### src/rtl/mips_lite_pkg.sv
// Shared MIPS-lite definitions: opcodes, sequencer state codes and
// datapath select encodings used by the single- and multi-cycle decoders.
package mips_lite_pkg;

    localparam logic [5:0] OP_RFMT = 6'b000000;
    localparam logic [5:0] OP_LW   = 6'b100011;
    localparam logic [5:0] OP_SW   = 6'b101011;
    localparam logic [5:0] OP_BEQ  = 6'b000100;
    localparam logic [5:0] OP_J    = 6'b000010;

    typedef enum logic [3:0] {
        S_FETCH   = 4'd0,
        S_DECODE  = 4'd1,
        S_MEMADR  = 4'd2,
        S_MEMRD   = 4'd3,
        S_MEMWB   = 4'd4,
        S_MEMWR   = 4'd5,
        S_RTEXEC  = 4'd6,
        S_RTWB    = 4'd7,
        S_BRANCH  = 4'd8,
        S_JUMP    = 4'd9,
        S_IMMEXEC = 4'd10,
        S_IMMWB   = 4'd11,
        S_TRAP    = 4'd12
    } state_t;

    localparam logic [1:0] ALUOP_ADD   = 2'b00;
    localparam logic [1:0] ALUOP_SUB   = 2'b01;
    localparam logic [1:0] ALUOP_FUNCT = 2'b10;
    localparam logic [1:0] ALUOP_IMM   = 2'b11;

    localparam logic [1:0] ALUSRCB_B     = 2'b00;
    localparam logic [1:0] ALUSRCB_FOUR  = 2'b01;
    localparam logic [1:0] ALUSRCB_IMM   = 2'b10;
    localparam logic [1:0] ALUSRCB_IMMSH = 2'b11;

    localparam logic [1:0] PCSRC_ALU    = 2'b00;
    localparam logic [1:0] PCSRC_ALUOUT = 2'b01;
    localparam logic [1:0] PCSRC_JUMP   = 2'b10;

    // Opcode class -> first execute-phase state
    function automatic state_t decode_class(input logic [5:0] op);
        state_t s;
        if (op == OP_RFMT)
            s = S_RTEXEC;
        else if (op == OP_LW || op == OP_SW)
            s = S_MEMADR;
        else if (op == OP_J)
            s = S_JUMP;
        else if (op[5:3] == 3'b000)
            s = S_BRANCH;
        else if (op[5:3] == 3'b001)
            s = S_IMMEXEC;
        else
            s = S_TRAP;
        return s;
    endfunction

endpackage

### src/rtl/mem_wait_timer.sv
// Counts memory wait cycles; flags the last cycle an access may still
// complete before the sequencer gives up and traps.
module mem_wait_timer #(
    parameter int MEM_TIMEOUT = 15,
    parameter int TOW         = 4
) (
    input  logic clk,
    input  logic rst_n,
    input  logic i_clr,
    input  logic i_inc,
    output logic o_timeout
);

    logic [TOW-1:0] r_cnt;

    always_ff @(posedge clk or negedge rst_n) begin
        if (!rst_n)
            r_cnt <= '0;
        else if (i_clr)
            r_cnt <= '0;
        else if (i_inc)
            r_cnt <= r_cnt + TOW'(1);
    end

    assign o_timeout = (r_cnt == TOW'(MEM_TIMEOUT - 1));

endmodule

### src/rtl/multicycle_control.sv
// Multi-cycle MIPS-lite sequencer: FETCH/DECODE/EXEC/MEM/WB control with
// memory-ready handshake, wait timeout and sticky trap on illegal opcodes.
module multicycle_control
    import mips_lite_pkg::*;
#(
    parameter int MEM_TIMEOUT = 15,
    parameter int TOW         = 4
) (
    input  logic       clk,
    input  logic       rst_n,
    input  logic [5:0] op,
    input  logic       mem_ready,
    output logic       pcwrite,
    output logic       pcwritecond,
    output logic       iord,
    output logic       memread,
    output logic       memwrite,
    output logic       irwrite,
    output logic       memtoreg,
    output logic       regwrite,
    output logic       regdest,
    output logic       alusrca,
    output logic [1:0] alusrcb,
    output logic [1:0] aluop,
    output logic [1:0] pcsource,
    output logic       isimmpart,
    output logic       trap,
    output logic [3:0] state
);

    state_t     r_state;
    state_t     w_next;
    logic [5:0] r_op;
    logic       r_trap;
    logic       w_wait;
    logic       w_timeout;
    logic       w_isimm;

    assign w_wait = (r_state == S_FETCH) || (r_state == S_MEMRD) ||
                    (r_state == S_MEMWR);
    assign w_isimm = r_op[3] && (r_op != 6'b111111);

    mem_wait_timer #(
        .MEM_TIMEOUT(MEM_TIMEOUT),
        .TOW        (TOW)
    ) u_timer (
        .clk      (clk),
        .rst_n    (rst_n),
        .i_clr    (!w_wait || mem_ready),
        .i_inc    (w_wait && !mem_ready),
        .o_timeout(w_timeout)
    );

    always_ff @(posedge clk or negedge rst_n) begin
        if (!rst_n) begin
            r_state <= S_FETCH;
            r_op    <= '0;
            r_trap  <= 1'b0;
        end else begin
            r_state <= w_next;
            if (r_state == S_DECODE)
                r_op <= op;
            if (w_next == S_TRAP)
                r_trap <= 1'b1;
        end
    end

    always_comb begin
        w_next      = r_state;
        pcwrite     = 1'b0;
        pcwritecond = 1'b0;
        iord        = 1'b0;
        memread     = 1'b0;
        memwrite    = 1'b0;
        irwrite     = 1'b0;
        memtoreg    = 1'b0;
        regwrite    = 1'b0;
        regdest     = 1'b0;
        alusrca     = 1'b0;
        alusrcb     = ALUSRCB_B;
        aluop       = ALUOP_ADD;
        pcsource    = PCSRC_ALU;
        isimmpart   = 1'b0;
        case (r_state)
            S_FETCH: begin
                memread = 1'b1;
                alusrcb = ALUSRCB_FOUR;
                irwrite = mem_ready;
                pcwrite = mem_ready;
                if (mem_ready)
                    w_next = S_DECODE;
                else if (w_timeout)
                    w_next = S_TRAP;
            end
            S_DECODE: begin
                alusrcb = ALUSRCB_IMMSH;
                w_next  = decode_class(op);
            end
            S_MEMADR: begin
                alusrca = 1'b1;
                alusrcb = ALUSRCB_IMM;
                w_next  = r_op[3] ? S_MEMWR : S_MEMRD;
            end
            S_MEMRD: begin
                memread = 1'b1;
                iord    = 1'b1;
                if (mem_ready)
                    w_next = S_MEMWB;
                else if (w_timeout)
                    w_next = S_TRAP;
            end
            S_MEMWB: begin
                regwrite = 1'b1;
                memtoreg = 1'b1;
                w_next   = S_FETCH;
            end
            S_MEMWR: begin
                memwrite = 1'b1;
                iord     = 1'b1;
                if (mem_ready)
                    w_next = S_FETCH;
                else if (w_timeout)
                    w_next = S_TRAP;
            end
            S_RTEXEC: begin
                alusrca = 1'b1;
                aluop   = ALUOP_FUNCT;
                w_next  = S_RTWB;
            end
            S_RTWB: begin
                regwrite = 1'b1;
                regdest  = 1'b1;
                w_next   = S_FETCH;
            end
            S_BRANCH: begin
                alusrca     = 1'b1;
                aluop       = ALUOP_SUB;
                pcwritecond = 1'b1;
                pcsource    = PCSRC_ALUOUT;
                w_next      = S_FETCH;
            end
            S_JUMP: begin
                pcwrite  = 1'b1;
                pcsource = PCSRC_JUMP;
                w_next   = S_FETCH;
            end
            S_IMMEXEC: begin
                alusrca   = 1'b1;
                alusrcb   = ALUSRCB_IMM;
                aluop     = ALUOP_IMM;
                isimmpart = w_isimm;
                w_next    = S_IMMWB;
            end
            S_IMMWB: begin
                regwrite  = 1'b1;
                isimmpart = w_isimm;
                w_next    = S_FETCH;
            end
            S_TRAP:  w_next = S_TRAP;
            default: w_next = S_TRAP;
        endcase
    end

    assign trap  = r_trap;
    assign state = r_state;

endmodule

### config.mk
export PLATFORM = sky130hd
export DESIGN_NAME = multicycle_control
export DESIGN_NICKNAME = d
export VERILOG_FILES = /design/src/rtl/mips_lite_pkg.sv /design/src/rtl/mem_wait_timer.sv /design/src/rtl/multicycle_control.sv
export SDC_FILE = /design/constraint.sdc
export NUM_CORES = 1
export LEC_CHECK = 0
export BUFFER_PORTS_ARGS = -buffer_cell sky130_fd_sc_hd__buf_2
export CAP_MARGIN = 20
export CORE_UTILIZATION = 45
export DETAILED_ROUTE_END_ITERATION = 8
export GPL_ROUTABILITY_DRIVEN = 0
export GPL_TIMING_DRIVEN = 0
export HOLD_SLACK_MARGIN = 0.02
export MAX_ROUTING_LAYER = met4
export PLACE_DENSITY = 0.72
export SLEW_MARGIN = 20
export SYNTH_ARGS = -nofsm -noshare
export SYNTH_HDL_FRONTEND = slang
export SYNTH_HIERARCHICAL = 1
export SYNTH_SLANG_ARGS = --single-unit
### constraint.sdc
create_clock -name clk -period 3.81 [get_ports clk]
set_clock_uncertainty 0.05 [all_clocks]
set_input_delay 0.762 -clock clk [delete_from_list [all_inputs] [get_ports clk]]
set_output_delay 0.762 -clock clk [all_outputs]
set_load 0.02 [all_outputs]
==> results.py <==
metrics = {
    "run_status": {
        "outcome": "finished, final reports clean",
    },
    "cts": {
        "cts.htree.levels": 1,
        "clkLatencyLatePin_ns": 0.29,
        "post_cts.resized_instances": 0,
        "path_clk_slew_ns": 0.09,
        "clock_tree.root_cell": "sky130_fd_sc_hd__clkbuf_4",
        "cts_inserted_buffers": 3,
        "numClockSinks": 15,
        "postCtsHoldBufs": 0,
        "cts_setup_buffers": 0,
        "number_of_buffers_on_the_longest_clock_path": 2,
        "clock_tree_from_tritoncts": "done",
    },
    "yosys": {
        "post_synth_instance_area_um2": 1040,
        "synth.distinct_cells": 43,
        "synth_flop_cell": "sky130_fd_sc_hd__dfrtp_1",
        "post_synth_edffs": 0,
        "combinational_family_with_the_most_area_after_synthesis": "simple AND/OR/NAND/NOR gates",
        "synth.yosys.warnings": 6,
        "avgSynthCellArea_um2": 8.57,
        "postSynthRegisterBits": 15,
        "synth_compound_area_share_pct": 19.4,
        "synth_simple_gate_area_share_pct": 25.5,
        "synthArstFlopShare_pct": 100,
        "yosys.area_share.xor_xnor_pct": 1.69,
        "syn_nets": 132,
        "yosys.area_share.adder_pct": 2.41,
        "portion_of_netlist_area_occupied_by_mux_cells_pct": 8.93,
        "synth-seq-area-share_pct": 36.2,
        "netlist_instances": 121,
    },
    "drt": {
        "routed-via-count": 993,
        "drt_drc_violations_left": 0,
        "detail-route-antenna-nets": 0,
        "initialDrtViolationCount": 31,
        "detail_route.wl_per_cell_um": 12.4,
        "tritonroute_pass_1_iters": 4,
        "postRouteWirelength_um": 2280,
        "avgViaCountPerCell": 5.43,
    },
    "grt": {
        "vias_in_the_first_global_route": 907,
        "grt_pass1_wl_um": 3970,
        "overall_track_demand_over_capacity_in_global_routing_pct": 21.6,
        "grt_antenna_before_repair": 0,
        "grt_max_degree": 16,
        "global_route.overflow_total": 0,
    },
    "die": {
        "top_level_ports": 31,
        "floorplan.die_area_um2": 2500,
        "starting_density_pct": 47.3,
        "die_h_um": 50.0,
        "floorplan_core_area_um2": 2190,
        "rows": 17,
        "die_w_um": 50.0,
    },
    "layout": {
        "mostFrequentLayoutCell": "sky130_fd_sc_hd__buf_2",
        "instances_no_fill": 183,
        "commonest_cells_after_routing_fill_and_taps_aside": "34 x sky130_fd_sc_hd__buf_2, 15 x sky130_fd_sc_hd__dfrtp_1, 14 x sky130_fd_sc_hd__nor2_1",
        "layout.area.seq_um2": 375,
        "synthToLayoutAreaGrowth_pct": 20.5,
        "final_net_count": 167,
        "antenna-diode-count": 0,
        "multi_input_comb_area_um2": 601,
        "fraction_of_layout_cells_with_a_size_suffix_above_1_pct": 34.8,
        "filler_cell_count": 198,
    },
    "worst_setup_path": {
        "worstPathRequired_ns": 3.00,
        "peak_fanout_along_the_critical_path": 9,
        "reg2reg_depth": 8,
        "path_class": "flip-flop to primary output",
        "reg2reg_setup_slack_ns": 1.66,
        "cp.arrival_ns": 1.76,
        "cp-start-kind": "flip-flop",
        "critPathCaptureType": "primary output",
    },
    "timing": {
        "fin_tns_setup_ns": 0,
        "finalCritPeriodShare_pct": 67.6,
        "relSlewSlack_pct": 60.7,
        "slew_viol_final": 0,
        "hold_viol_final": 0,
        "finalSetupViolCount": 0,
        "maxClockFrequency_mhz": 388,
        "grt_setup_unrepaired": "no",
        "tightest_slew_ns": 0.585,
        "fin_crit_ns": 2.58,
    },
    "power_and_ir_drop": {
        "p_per_area_nw_per_um2": 220,
        "total_leakage_power_nw": 0.602,
        "vdd_drop_max_mv": 0.213,
    },
    "placed_design": {
        "placement.io_buffers": 30,
        "number_of_instances_in_the_placed_design": 179,
        "hpwl_um": 1780,
    },
    "hold_path": {
        "min_path_type": "input port to asynchronous set/reset pin",
    },
    "run": {
        "max_cap_viol_count": 0,
    },
}
[registers in the layout, summed over array words and instances (netlist names)]
signal and flops:
trap 1, u_timer/r_cnt 4, state 4, r_op 6
[power breakdown]
part           switching, mW  internal, mW  total (mW)  leakage (nW)
Clock                 0.0531        0.0391      0.0921        0.0177
Sequential           0.00157         0.162       0.164         0.180
Combinational         0.0112       0.00790      0.0191         0.405
Total                 0.0659         0.209       0.275         0.602
[stage by stage]
step                      hold slack (ns)  cell area, um2  power [mW]  worst slack (ns)  util (%)
after floorplan                     0.416            1040       0.174              1.14         -
after global placement              0.404            1220       0.186              1.43      55.8
after detailed placement            0.418            1220       0.187              1.36      55.8
after CTS                           0.314            1250       0.281              1.23      57.1
after global routing                0.324            1250       0.287              1.04      57.1
final                               0.303            1250       0.275              1.23      57.1
[path summary, 6_finish.rpt]
path | startpoint | end
worst min-delay path | rst_n | state[1]
worst max register to register | state[1] | u_timer/r_cnt[3]
max in group asynchronous | rst_n | u_timer/r_cnt[2]
worst max-delay path | state[2] | pcwrite
min in group clk | trap | trap
worst min register to register | trap | trap
[per-layer routing]
metal	track usage (%)	wire (um)	part of all wire, %	vias to the layer above
met5	-	0	0	-
met4	13.8	59	2.6	0
met3	3.40	110	4.8	8
met2	32.0	1010	44	31
met1	27.2	1100	48	453
li1	-	-	-	501
[synth_stat cells (4+ instances only)]
cell type | instances | share of area, %
sky130_fd_sc_hd__a21oi_1 | 10 | 4.8
sky130_fd_sc_hd__buf_2 | 4 | 1.9
sky130_fd_sc_hd__dfrtp_1 | 15 | 36
sky130_fd_sc_hd__inv_1 | 8 | 2.9
sky130_fd_sc_hd__mux2_2 | 6 | 6.5
sky130_fd_sc_hd__nand2_1 | 8 | 2.9
sky130_fd_sc_hd__nand2b_1 | 4 | 2.4
sky130_fd_sc_hd__nor2_1 | 14 | 5.1
sky130_fd_sc_hd__nor3_1 | 6 | 2.9
[cells by family (layout without fill, tap and decap cells)]
logic type	after synthesis	in the layout
AND/OR/NAND/NOR	50	50
AO/OA/AOI/OAI	30	30
flip-flops	15	15
buffers and inverters	14	48
multiplexers	8	8
adder cells (fa/ha/maj)	2	2
XOR/XNOR	2	2
[cell type report]
type	instances	share of cell area (%)
clock inverters	1	0.400
multi-input cells	92	48.0
well taps	28	2.80
flip-flops and latches	15	30.0
clock buffers	3	1.80
inverters	8	2.40
plain buffers	6	2.50
repair buffers	30	12.0
[critical path, cell delays in order (launching register included)]
cell	delay [ns]
sky130_fd_sc_hd__dfrtp_1	0.35
sky130_fd_sc_hd__buf_2	0.21
sky130_fd_sc_hd__inv_1	0.14
sky130_fd_sc_hd__nand2_1	0.24
sky130_fd_sc_hd__nor2_1	0.09
sky130_fd_sc_hd__or2_2	0.29
sky130_fd_sc_hd__buf_2	0.16
Note: power is estimated with default switching activity, not from simulation.
